--- src/rtl/ram_loader_pkg.sv ---
// rtl/ram_loader_pkg.sv - shared constants, state type and lane mapping for ram_loader
// Optional RAM_LOADER_BIG_ENDIAN_EN reverses the byte-lane order within a word.
package ram_loader_pkg;

  localparam logic [7:0] CMD_WR_ST_DEFAULT = 8'h2a;
  localparam logic [7:0] CMD_WR_SP_DEFAULT = 8'h2b;
  localparam int         LANES             = 4;

  typedef enum logic {
    IDLE = 1'b0,
    LOAD = 1'b1
  } state_t;

  function automatic logic [3:0] lane_to_be(input logic [1:0] lane);
`ifdef RAM_LOADER_BIG_ENDIAN_EN
    return 4'b1000 >> lane;
`else
    return 4'b0001 << lane;
`endif
  endfunction

endpackage

--- src/rtl/ram_loader_addr_gen.sv ---
// rtl/ram_loader_addr_gen.sv - lane/word counters producing registered write address and byte enable
// Lane order follows RAM_LOADER_BIG_ENDIAN_EN via ram_loader_pkg::lane_to_be.
module ram_loader_addr_gen
  import ram_loader_pkg::*;
#(
  parameter int ADDR_WIDTH = 13
) (
  input  logic                  clk_i,
  input  logic                  rst_i,
  input  logic                  clear,
  input  logic                  advance,
  output logic [ADDR_WIDTH-1:0] addr,
  output logic [3:0]            byte_en
);

  logic [1:0]            lane_q;
  logic [ADDR_WIDTH-1:0] addr_q;

  // clear only rewinds the counters; the outputs keep the last write's values
  always_ff @(posedge clk_i) begin
    if (rst_i) begin
      lane_q  <= 2'd0;
      addr_q  <= '0;
      addr    <= '0;
      byte_en <= lane_to_be(2'd0);
    end else if (clear) begin
      lane_q <= 2'd0;
      addr_q <= '0;
    end else if (advance) begin
      addr    <= addr_q;
      byte_en <= lane_to_be(lane_q);
      lane_q  <= lane_q + 2'd1;
      if (lane_q == 2'(LANES - 1)) begin
        addr_q <= addr_q + ADDR_WIDTH'(1);
      end
    end
  end

endmodule

--- src/rtl/ram_loader.sv ---
// rtl/ram_loader.sv - command-framed byte stream to byte-lane RAM write adapter
// Build option RAM_LOADER_BIG_ENDIAN_EN selects big-endian lane order.
module ram_loader
  import ram_loader_pkg::*;
#(
  parameter int         ADDR_WIDTH = 13,
  parameter logic [7:0] CMD_WR_ST  = CMD_WR_ST_DEFAULT,
  parameter logic [7:0] CMD_WR_SP  = CMD_WR_SP_DEFAULT
) (
  input  logic                  clk_i,
  input  logic                  rst_i,
  input  logic                  dc_i,
  input  logic                  byte_rdy_i,
  input  logic [7:0]            byte_data_i,
  output logic                  wr_en_o,
  output logic                  wr_done_o,
  output logic [ADDR_WIDTH-1:0] wr_addr_o,
  output logic [3:0]            wr_byte_en_o
);

  state_t state;
  logic   is_cmd;
  logic   is_start;
  logic   is_stop;
  logic   is_data;

  assign is_cmd   = byte_rdy_i & ~dc_i;
  assign is_start = is_cmd && (byte_data_i == CMD_WR_ST);
  assign is_stop  = is_cmd && (byte_data_i == CMD_WR_SP);
  assign is_data  = byte_rdy_i & dc_i & (state == LOAD);

  always_ff @(posedge clk_i) begin
    if (rst_i) begin
      state   <= IDLE;
      wr_en_o <= 1'b0;
    end else begin
      wr_en_o <= is_data;
      if (is_start) begin
        state <= LOAD;
      end else if (is_stop && state == LOAD) begin
        state <= IDLE;
      end
    end
  end

  assign wr_done_o = (state == IDLE);

  ram_loader_addr_gen #(
    .ADDR_WIDTH(ADDR_WIDTH)
  ) u_addr_gen (
    .clk_i  (clk_i),
    .rst_i  (rst_i),
    .clear  (is_start),
    .advance(is_data),
    .addr   (wr_addr_o),
    .byte_en(wr_byte_en_o)
  );

endmodule

--- config.mk ---
export PLATFORM = sky130hd
export DESIGN_NAME = ram_loader
export DESIGN_NICKNAME = d
export VERILOG_FILES = /design/src/rtl/ram_loader_pkg.sv /design/src/rtl/ram_loader_addr_gen.sv /design/src/rtl/ram_loader.sv
export SDC_FILE = /design/constraint.sdc
export NUM_CORES = 1
export LEC_CHECK = 0
export ABC_CLOCK_PERIOD_IN_PS = 1370
export BUFFER_PORTS_ARGS = -buffer_cell sky130_fd_sc_hd__buf_2
export CAP_MARGIN = 20
export CORE_MARGIN = 5
export CORE_UTILIZATION = 47
export CTS_CLUSTER_SIZE = 12
export DETAILED_ROUTE_END_ITERATION = 7
export PLACE_DENSITY = 0.8
export RECOVER_POWER = 100
export SETUP_SLACK_MARGIN = 0.1
export SYNTH_ARGS = -nofsm -noshare
export SYNTH_HDL_FRONTEND = slang
export SYNTH_SLANG_ARGS = --single-unit
--- constraint.sdc ---
create_clock -name clk_i -period 1.37 [get_ports clk_i]
set_input_delay 0 -clock clk_i [delete_from_list [all_inputs] [get_ports clk_i]]
set_output_delay 0 -clock clk_i [all_outputs]
set_load 0.1 [all_outputs]
Word level (Yosys, flattened, before mapping)

Cells that the tools add are included.
Widths: inputs -> output; s select.

Memory bits (read-only): 0
Memories kept: 0
RAM bits: 0
Register bits: 34
Latch bits: 0
Output and inout bits: 19

Reduce and logical (&&, ||, !) cells: 7
Div/mod/pow operators: 0
Bitwise operators: 6
Magnitude comparators: 0
Shift operators: 1
Add/sub/neg operators: 2
Multiplexer cells: 2
Equal/unequal tests: 3
Multiply operators: 0

Operators with widths:

| kind                  | count |
|---|---|
| $eq 8x6->1 const B    | 2 |
| $add 13x1->13 const B | 1 |
| $reduce_and 2->1      | 2 |
| $shl 1x2->4 const A   | 1 |
| $and 1x1->1           | 3 |
| $logic_and 1x1->1     | 3 |
| $not 1->1             | 3 |
| $add 2x1->2 const B   | 1 |
| $eq 2x2->1 const B    | 1 |
| $mux 1                | 2 |
| $reduce_bool 2->1     | 1 |
| $reduce_or 2->1       | 1 |

Logic depth before layout (Yosys ltp)

Gate-level depths: netlist of run 1.

Depth after elaboration: 6
Mapped depth: 6
Mapped depth without buffers: 5

Cells and area by module

Synthesis of run 1 repeated with hierarchy kept, for this count alone.

Cells, all modules: 172
Area, all modules: 1,452.6 sq um

Modules (own cells, without submodules):

| module              | cells an instance | sequential area each (sq um) | area an instance (sq um) | instances |
|---|---|---|---|---|
| ram_loader_addr_gen | 160               | 640.6                        | 1,341.3                  | 1 |
| ram_loader          | 12                | 40.0                         | 111.4                    | 1 |

Worst setup path after synthesis of run 1

No wires, ideal clock.

Path type: register -> register
Start: register u_addr_gen.lane_q[0]
End: register u_addr_gen.addr_q[10]
Data required time: 1.255 ns
Path slack: -0.034 ns
Clock period less this slack: 1.404 ns
Arrival time: 1.289 ns
Setup time: 0.115 ns
Cell stages (with the launch flop): 7
Cells stage by stage: dfxtp_1 ha_1 nand4_2 buf_6 nor4_2 xnor2_1 nor2_1

Word-level cells in the longest chain between the ends: 2

RTL lines:

| what                       | RTL line                  | text |
|---|---|---|
| start, declared            | ram_loader_addr_gen.sv:16 | `logic [1:0] lane_q;` |
| start signal, assigned     | ram_loader_addr_gen.sv:32 | `lane_q <= lane_q + 2'd1;` |
| $eq 2x2->1                 | ram_loader_addr_gen.sv:33 | `if (lane_q == 2'(LANES - 1)) begin` |
| $reduce_and 2->1 (no line) | n/a                       |  |
| end signal, assigned       | ram_loader_addr_gen.sv:34 | `addr_q <= addr_q + ADDR_WIDTH'(1);` |
| end, declared              | ram_loader_addr_gen.sv:17 | `logic [ADDR_WIDTH-1:0] addr_q;` |

Every way passes these cells.
A chain may end at the register's enable or synchronous reset.

Final worst setup path of run 1

Start: register u_addr_gen.lane_q[1]
End: register u_addr_gen.addr_q[6]

The elaborated chain is that of the path after synthesis.

==> key figures, run 1 <==
Logic synthesis
  • Cells after Synth: 166
  • Compound-Gate Fraction of Synth Area: 7.526%
  • Leading area contributor after synthesis: dfxtp_1
  • Largest cells by area after synthesis: dfxtp_1, nand2_1, a21oi_1
  • Post-Synth Simple-Gate Area: 28.98%
  • Post-Synth Adder-Cell Area: 4.325%
  • Synthesized flop and latch total: 34
  • Main synth FF type: dfxtp_1
  • Distinct cells, synth: 23
  • Largest family of logic cells by synthesized area: simple AND/OR/NAND/NOR gates
  • Synth async-reset ratio: 0%
  • Post-Synth XOR/XNOR Area: 7.872%
  • Top-area cell type share of the netlist area: 47.06%
  • Synth top cells by count: nand2_1, dfxtp_1, a21oi_1
  • Post-Synthesis Cell Area: 1446 um^2
  • Syn_area_per_cell: 8.713 um^2
  • Mux contribution to synthesized area: 0%
  • Most frequent cell after synthesis: nand2_1
  • YS warnings: 0
  • Seq/Total Area, Yosys: 47.06%
  • Number of flops mapped to enable cells by yosys: 0
  • Synth Net Count: 183

Global route
  • Pin count of the biggest net entering global routing: 21
  • Met2 Track Usage GR: 30.85%
  • Remaining Overflow, GRT: 0
  • GRT Overall Usage: 18.33%
  • First-pass GRT wire length: 5.885 mm
  • Vias in the first global route: 1279
  • Gr busiest metal: met2
  • Met3 Usage GRT: 3.590%
  • Initial antenna violation count: 0
  • GRT met1 Usage: 21.10%

Pwr
  • Max IR drop VDD: 366.9 uV
  • Internal Power: 0.001255 W
  • LEAKAGE: 0.8987 nW
  • Total power draw: 0.001631 W
  • Switching share of power: 23.04%
  • Clock network power share: 36.5%
  • Total power per unit cell area: 800.3 nW/um^2
  • P_sw: 0.0003757 W
  • Comb power frac: 3.0%
  • Flop pwr share: 60.4%

Timing
  • Max_slew headroom: 63.88%
  • Final Hold Vio Count: 0
  • Worst-Margin Slew: 0.5441 ns
  • RSZ-0062 raised after global routing: true
  • Clock skew: 0.01122 ns
  • Max-slew violations: 0
  • # setup viols final: 0
  • Minimum clock period: 1.336 ns
  • Period utilization: 97.54%
  • Max Freq: 0.7483 GHz

Clocking
  • CTS tree: built
  • Clock-pin slew on the worst setup and hold paths: 0.11 ns
  • H-tree depth: 2
  • Worst skew pair latency: 0.35 ns
  • TritonCTS Sinks: 34
  • TritonCTS buffer count: 5
  • Root buffer cell: clkbuf_4
  • CTS Buffer Depth: 2

Placed design
  • Port Buffers: 30
  • Gpl congestion: 0.7911
  • Hpwl dp: 2.374 mm
  • Placed cell area: 1822 um^2

Routing
  • Average routed wire per standard cell: 13.36 um
  • WL final: 3.460 mm
  • Vias/cell: 5.178
  • Initial DRC count: 88
  • Final ANT Viol Nets: 0
  • Via count: 1341
  • Drt drc: 0
  • Pre-antenna DRT Iters: 4

Setup path
  • CP Cell Sequence: ha_4 -> nand4_4 -> buf_6 -> nor3_2 -> xnor2_1 -> nor2_1
  • CP max stage delay: 0.37 ns
  • Arr. time, crit path: 1.58 ns
  • CP bufs+invs: 1
  • Data required time of the worst path: 1.61 ns
  • Nature of the critical path startpoint: register
  • Crit-path leading delay family: flip-flops
  • Slowest CP cell: dfxtp_2
  • Crit. End Element: register
  • Critical path class: register to register
  • Crit-path max FO: 6
  • Reg2reg setup slack: 0.03 ns

Floorplan
  • Initial core utilization: 48.17%
  • Chip Height: 65.48 um
  • Die width: 65.48 um
  • Die area: 4287 um^2
  • I/O Pins: 31
  • CORE AREA: 3003 um^2
  • Row cnt: 20

Layout
  • Ant diodes: 0
  • Nets: 242
  • Layout cells sized above 1: 39.82%
  • Synthesis-to-finish area growth: 40.92%
  • FILL cells: 219
  • Final Cell Area: 2038 um^2
  • Post-Route Utilization: 67.88%

Outcome
  • Status: finished clean

Job
  • Maxcap violations: 0

Min path
  • Worst hold path class: input port to register
==> power by group through the flow <==
stage          combinational (W)  clock, W  sequential [W]
2_1_floorplan          0.0000202         0         0.00101
3_3_place_gp           0.0000430         0         0.00101
3_5_place_dp           0.0000443         0         0.00101
4_1_cts                0.0000488  0.000609        0.000986
5_1_grt                0.0000538  0.000660        0.000986
6_report               0.0000492  0.000596        0.000986
==> worst register-to-register path: cells and delay by family, from the launching register on <==
kind | cells | cell delay, ns
buffers and inverters | 1 | 0.20
DFF | 1 | 0.37
adders and majority gates | 1 | 0.14
xor gates and xnor gates | 1 | 0.14
and+or+nand+nor | 3 | 0.37
==> area by class of cell <==
cell class	count	area [um^2]	share of cell area, %
timing repair buffer	59	390.4	19.15
multi-input combinational	119	830.8	40.76
tap	33	41.29	2.026
sequential	34	690.7	33.89
clock inverter	2	11.26	0.5525
inverter	6	22.52	1.105
clock buffer	6	51.30	2.517
==> what timing repair did <==
item                                   CTS  global route
setup buffers                            6             2
pin swaps                                9            10
resized for setup                        6            12
hold buffers                             2             0
setup endpoints to repair                9            15
cloned                                   0             0
endpoints found under the hold margin    1             0
==> stage by stage <==
stage | setup TNS [ns] | hold WS (ns) | setup slack, ns | std cells
detailed placement | 0 | 0.3388 | 0.03669 | 241
floorplan | 0 | 0.2057 | 0.09905 | 166
global placement | 0 | 0.3263 | 0.07053 | 241
global route | -0.06223 | 0.02543 | -0.04720 | 259
finish | 0 | 0.02883 | 0.03373 | 259
CTS | 0 | 0.009586 | 0.05457 | 257
==> layout by cell type, fill, tap and decap left out, drive strengths merged <==
cell type and n:
clkbuf 26, and3 2, dlygate4sd3 2, nand3b 1
buf 37, nor3 3, nor2 17, inv 7
xor2 3, nor4 5, clkinv 1, nor4bb 1
dfxtp 34, a21oi 18, ha 5, nor2b 1
nand3 8, nand2 38, xnor2 10, o21bai 1
a211oi 1, nand4 5
==> kinds of logic after synthesis <==
kind of cell	Yosys count
and+or+nand+nor	81
xor gates and xnor gates	13
DFF	34
buffers and inverters	13
adders and majority gates	5
AOI/OAI and AO/OA	20
==> state kept, by name (all words and copies together), names as in the netlist <==
name                flops
u_addr_gen.byte_en      4
u_addr_gen.lane_q       2
u_addr_gen.addr        13
wr_en_o                 1
u_addr_gen.addr_q      13
state                   1
==> layer usage <==
metal	wire, um	vias up
met1	1499	641
li1	-	668
met4	89	0
met3	87	8
met2	1783	24
met5	0	-
==> final timing paths <==
path,start,to,cells after the start
setup / recovery,u_addr_gen.lane_q[1],u_addr_gen.addr_q[6],6
hold / removal,byte_data_i[7],state,4
setup reg to reg,u_addr_gen.lane_q[1],u_addr_gen.addr_q[6],6
hold reg to reg,u_addr_gen.addr[10],u_addr_gen.addr[10],2
Note: power is estimated with default switching activity, not from simulation.
==> run 2, diff against run 1 <==
BUFFER_PORTS_ARGS = -buffer_cell sky130_fd_sc_hd__buf_4   (was -buffer_cell sky130_fd_sc_hd__buf_2)
CORE_UTILIZATION = 50   (was 47)
CTS_BUF_LIST = sky130_fd_sc_hd__clkbuf_8   (was unset)
PLACE_DENSITY = 0.84   (was 0.8)
==> key figures, run 2 (same netlist as run 1, synthesis figures left out) <==
Outcome
  • Status: finished clean

Layout
  • Ant diodes: 0
  • Commonest non-fill, non-tap cell in the layout: nand2_1
  • Post-Route Utilization: 73.05%
  • Top Registers: u_addr_gen.addr x13, u_addr_gen.addr_q x13, u_addr_gen.byte_en x4
  • Synthesis-to-finish area growth: 39.27%
  • Highest-count cells in the layout ignoring fill and taps: nand2_1, buf_4, dfxtp_1
  • Nets: 236
  • Layout cells sized above 1: 36.82%

Pwr
  • LEAKAGE: 0.8605 nW
  • Clock network power share: 46.4%
  • P_sw: 0.0003950 W
  • Comb power frac: 2.8%
  • Flop pwr share: 50.8%
  • Internal Power: 0.001547 W
  • Max IR drop VDD: 1169 uV
  • Total power per unit cell area: 964.3 nW/um^2
  • Switching share of power: 20.33%

Timing
  • Max-slew violations: 0
  • # setup viols final: 0
  • Worst setup margin: 0.01860 ns
  • Period utilization: 98.64%
  • Max_slew headroom: 63.09%
  • Final hold slack: 0.02039 ns
  • RSZ-0062 raised after global routing: true
  • Worst-Margin Slew: 0.5560 ns
  • Max Freq: 0.7400 GHz
  • Final setup TNS: 0 ns
  • Final Hold Vio Count: 0
  • Minimum clock period: 1.351 ns
  • Clock skew: 0.003947 ns

Clocking
  • Root buffer cell: clkbuf_8
  • H-tree depth: 2
  • Clock-pin slew on the worst setup and hold paths: 0.07 ns
  • TritonCTS buffer count: 5
  • CTS tree: built
  • Count of hold-fix buffers inserted at cts: 0
  • TritonCTS Sinks: 34
  • Worst skew pair latency: 0.29 ns
  • CTS Buffer Depth: 2

Placed design
  • Setup slack at placement: 0.01897 ns
  • Hpwl dp: 2.484 mm
  • Port Buffers: 30
  • Gpl congestion: 0.8448

Routing
  • Drt drc: 0
  • Average routed wire per standard cell: 14.91 um
  • Pre-antenna DRT Iters: 4
  • Via count: 1345
  • Vias/cell: 5.359
  • WL final: 3.742 mm
  • Initial DRC count: 44
  • Final ANT Viol Nets: 0

Setup path
  • Number of cells on the worst reg-to-reg path: 5
  • Nature of the critical path startpoint: register
  • CP Cell Sequence: nand3_1 -> buf_4 -> nor4_4 -> xnor2_1 -> nor2_1
  • Arr. time, crit path: 1.53 ns
  • Reg2reg setup slack: 0.02 ns
  • Crit-path max FO: 5
  • R2r endpoint: u_addr_gen.addr_q[9]
  • Critical path class: register to register
  • CP startpoint: u_addr_gen.addr_q[3]
  • Crit. End Element: register
  • Reg-to-Reg Start: u_addr_gen.addr_q[3]
  • CP max stage delay: 0.37 ns
  • Data required time of the worst path: 1.55 ns
  • Slowest CP cell: dfxtp_2

Global route
  • First-pass GRT wire length: 6.175 mm
  • GRT Overall Usage: 18.97%
  • Remaining Overflow, GRT: 0
  • Vias in the first global route: 1321
  • Initial antenna violation count: 0
  • Pin count of the biggest net entering global routing: 21

Floorplan
  • Die width: 63.79 um
  • Initial core utilization: 52.45%
  • Die area: 4069 um^2
  • Chip Height: 63.79 um
  • CORE AREA: 2758 um^2
  • I/O Pins: 31
  • Row cnt: 19

Min path
  • Worst hold path class: input port to register
  • Hold depth: 4
  • Hold Path Origin: byte_data_i[0]
  • Hold path endpoint: state

Job
  • Maxcap violations: 0
[run 2: cell types whose count changed in the layout (fill, tap and decap cells not counted), moves of 2 or more]
cell           change
buf_4              +6
clkbuf_8           +4
dlygate4sd3_1      -2
nand3_1            +2
clkbuf_4           -5
buf_2             -11
buf_6              -2
clkbuf_2           +2
[run 2: cell type report]
type / instances / area (um^2)
clock buffer: 5 / 68.82
clock inverter: 3 / 40.04
fill: 207 / 743.2
inverter: 6 / 22.52
multi-input combinational: 119 / 803.3
sequential: 34 / 689.4
tap: 31 / 38.79
timing repair buffer: 53 / 351.6
[run 2: how the worst max path moves through the flow]
stage                       endpoint  cells after the start  slack (ns)
2_1_floorplan  u_addr_gen.addr_q[10]                      6         0.1
3_3_place_gp    u_addr_gen.addr_q[7]                      6        0.08
3_5_place_dp    u_addr_gen.addr_q[9]                      6        0.02
4_1_cts         u_addr_gen.addr_q[6]                      6        0.08
5_1_grt        u_addr_gen.addr_q[10]                      6       -0.06
6_report        u_addr_gen.addr_q[9]                      5        0.02
[run 2: routing by layer]
layer,up-vias,GRT usage (%),routed length [um]
met5,-,0,0
met1,633,22.09,1497
met3,12,4.553,214
met2,46,32.41,1929
li1,654,-,-
met4,0,9.091,101
[run 2: per-stage QoR]
stage | cells | power [W] | cell area (um^2)
6_report | 251 | 0.001942 | 2014
5_1_grt | 251 | 0.001999 | 2014
4_1_cts | 250 | 0.001946 | 2039
3_3_place_gp | 238 | 0.001060 | 1887
2_1_floorplan | 166 | 0.001029 | 1518
3_5_place_dp | 238 | 0.001063 | 1887
[run 2: what timing repair did]
item,in CTS,in global routing
buffers inserted,4,1
endpoints found under the hold margin,0,0
setup endpoints to repair,9,19
gates resized for setup,4,7
pin swaps,12,8
[run 2: power groups by stage]
stage | clock, W | combinational [W] | sequential [W]
global route | 0.000955 | 0.0000584 | 0.000985
global placement | 0 | 0.0000511 | 0.00101
floorplan | 0 | 0.0000202 | 0.00101
detailed placement | 0 | 0.0000540 | 0.00101
CTS | 0.000905 | 0.0000541 | 0.000986
finish | 0.000902 | 0.0000542 | 0.000986
[run 2: critical path, delay by kind of cell, from the launching register on]
family                 cells  cell delay, ns
XOR/XNOR                   1            0.17
buffers and inverters      1            0.22
flip-flops                 1            0.37
AND/OR/NAND/NOR            3            0.49
==> run 3, diff against run 2 <==
ABC_CLOCK_PERIOD_IN_PS = 1400   (was 1370)
BUFFER_PORTS_ARGS = unset   (was -buffer_cell sky130_fd_sc_hd__buf_4)
CORE_UTILIZATION = 55   (was 50)
DONT_BUFFER_PORTS = 1   (was unset)
PLACE_DENSITY = 0.77   (was 0.84)
RECOVER_POWER = unset   (was 100)
clock period = 1.4 ns   (was 1.37 ns; I/O delays follow)
==> key figures, run 3 (same netlist as run 1, synthesis figures left out) <==
Layout
  • Synthesis-to-finish area growth: 35.73%
  • Ant diodes: 0
  • Highest-count cells in the layout ignoring fill and taps: nand2_1, buf_4, dfxtp_1
  • Nets: 227
  • FILL cells: 159
  • Top Registers: u_addr_gen.addr x13, u_addr_gen.addr_q x13, u_addr_gen.byte_en x4
  • Layout cells sized above 1: 32.86%

Setup path
  • Data required time of the worst path: 1.57 ns
  • CP Cell Sequence: ha_4 -> nand4_4 -> buf_6 -> nor3_2 -> xnor2_1 -> nor2_1
  • Arr. time, crit path: 1.52 ns
  • CP bufs+invs: 1
  • Crit-path leading delay family: simple AND/OR/NAND/NOR gates
  • Crit. End Element: register
  • Crit-path max FO: 5
  • CP max stage delay: 0.35 ns
  • Nature of the critical path startpoint: register
  • Slowest CP cell: dfxtp_2
  • Critical path class: register to register

Floorplan
  • Chip Height: 61.28 um
  • I/O Pins: 31
  • Die width: 61.28 um
  • CORE AREA: 2500 um^2
  • Row cnt: 18
  • Initial core utilization: 57.86%
  • Die area: 3755 um^2

Timing
  • Final hold slack: 0.02323 ns
  • Max Freq: 0.7451 GHz
  • Worst-Margin Slew: 0.6494 ns
  • Period utilization: 95.87%
  • Clock skew: 0.002648 ns
  • Worst setup margin: 0.05786 ns
  • Final setup TNS: 0 ns
  • Max-slew violations: 0
  • # setup viols final: 0
  • RSZ-0062 raised after global routing: true
  • Final Hold Vio Count: 0
  • Max_slew headroom: 56.56%
  • Minimum clock period: 1.342 ns

Clocking
  • TritonCTS buffer count: 5
  • H-tree depth: 2
  • CTS Buffer Depth: 2
  • Worst skew pair latency: 0.28 ns
  • CTS tree: built
  • Root buffer cell: clkbuf_8
  • Clock-pin slew on the worst setup and hold paths: 0.06 ns
  • TritonCTS Sinks: 34

Routing
  • Final ANT Viol Nets: 0
  • Via count: 1312
  • Drt drc: 0
  • Average routed wire per standard cell: 14.31 um
  • WL final: 3.434 mm
  • Pre-antenna DRT Iters: 4
  • Vias/cell: 5.467
  • Initial DRC count: 29

Global route
  • Vias in the first global route: 1276
  • Pin count of the biggest net entering global routing: 20
  • First-pass GRT wire length: 5.658 mm
  • Remaining Overflow, GRT: 0
  • GRT Overall Usage: 20.91%
  • Initial antenna violation count: 0

Min path
  • Worst hold path class: input port to register

Pwr
  • Flop pwr share: 58.0%
  • Max IR drop VDD: 814.3 uV
  • Internal Power: 0.001313 W
  • Switching share of power: 21.31%
  • Total power draw: 0.001668 W
  • Comb power frac: 1.8%
  • P_sw: 0.0003554 W
  • LEAKAGE: 0.8047 nW
  • Total power per unit cell area: 849.6 nW/um^2
  • Clock network power share: 40.2%

Outcome
  • Status: finished clean

Placed design
  • Setup slack at placement: 0.006721 ns
  • Gpl congestion: 0.7651
  • Port Buffers: 0
  • Hpwl dp: 2.340 mm

Job
  • Maxcap violations: 0
==> run 3: changes by cell type in the layout (fill, tap and decap cells not counted), moves of 2 or more <==
| cell | change |
|---|---|
| dlygate4sd3_1 | +3 |
| buf_6 | +4 |
| clkbuf_2 | -22 |
| dfxtp_2 | +2 |
| buf_4 | +8 |
==> run 3: timing repair <==
action	in CTS	in global routing
hold buffers	3	0
cloned	0	0
pin swaps	4	9
setup endpoints to repair	7	19
endpoints found under the hold margin	19	0
gates resized for setup	2	8
setup buffers	6	1
==> run 3: final timing paths <==
check                  startpoint                    to  slack, ns  cells after the start
max          u_addr_gen.lane_q[1]  u_addr_gen.addr_q[8]       0.06                      6
min                          dc_i                 state       0.02                      3
max reg2reg  u_addr_gen.lane_q[1]  u_addr_gen.addr_q[8]       0.06                      6
min reg2reg    u_addr_gen.addr[8]    u_addr_gen.addr[8]       0.45                      2
==> run 3: cell type report <==
type / instances / area [um^2] / area share, %
clock inverters: 2 / 10.01 / 0.5099
well taps: 30 / 37.54 / 1.912
clock buffers: 5 / 68.82 / 3.505
repair buffers: 44 / 352.8 / 17.97
flip-flops and latches: 34 / 688.2 / 35.05
multi-input cells: 119 / 783.3 / 39.90
inverters: 6 / 22.52 / 1.147
==> run 3: worst reg2reg max path, delay by kind of cell (launching register included) <==
kind                       cells  cell delay [ns]
xor gates and xnor gates       1             0.17
adders and majority gates      1             0.15
buffers and inverters          1             0.18
DFF                            1             0.35
and+or+nand+nor                3             0.38
==> run 3: metrics by stage <==
step	std cells	instance area (um^2)	utilization (%)
after floorplan	166	1515	-
after global placement	223	1765	70.62
after detailed placement	223	1765	70.62
after CTS	239	1926	77.03
after global routing	240	1963	78.53
final	240	1963	78.53
==> run 3: layer usage <==
| metal | GRT usage, % | part of all wire (%) | up-vias |
|---|---|---|---|
| li1 | - | - | 636 |
| met1 | 24.32 | 41 | 615 |
| met2 | 35.05 | 50 | 52 |
| met3 | 5.660 | 7.1 | 9 |
| met4 | 10.84 | 2.2 | 0 |
| met5 | 0 | 0 | - |
==> run 3: power by group through the flow <==
stage | clock network (W) | logic [W] | registers, W
final | 0.000670 | 0.0000306 | 0.000967
after global routing | 0.000733 | 0.0000334 | 0.000966
after CTS | 0.000675 | 0.0000305 | 0.000967
after detailed placement | 0 | 0.0000165 | 0.000989
after global placement | 0 | 0.0000158 | 0.000989
after floorplan | 0 | 0.0000198 | 0.000989
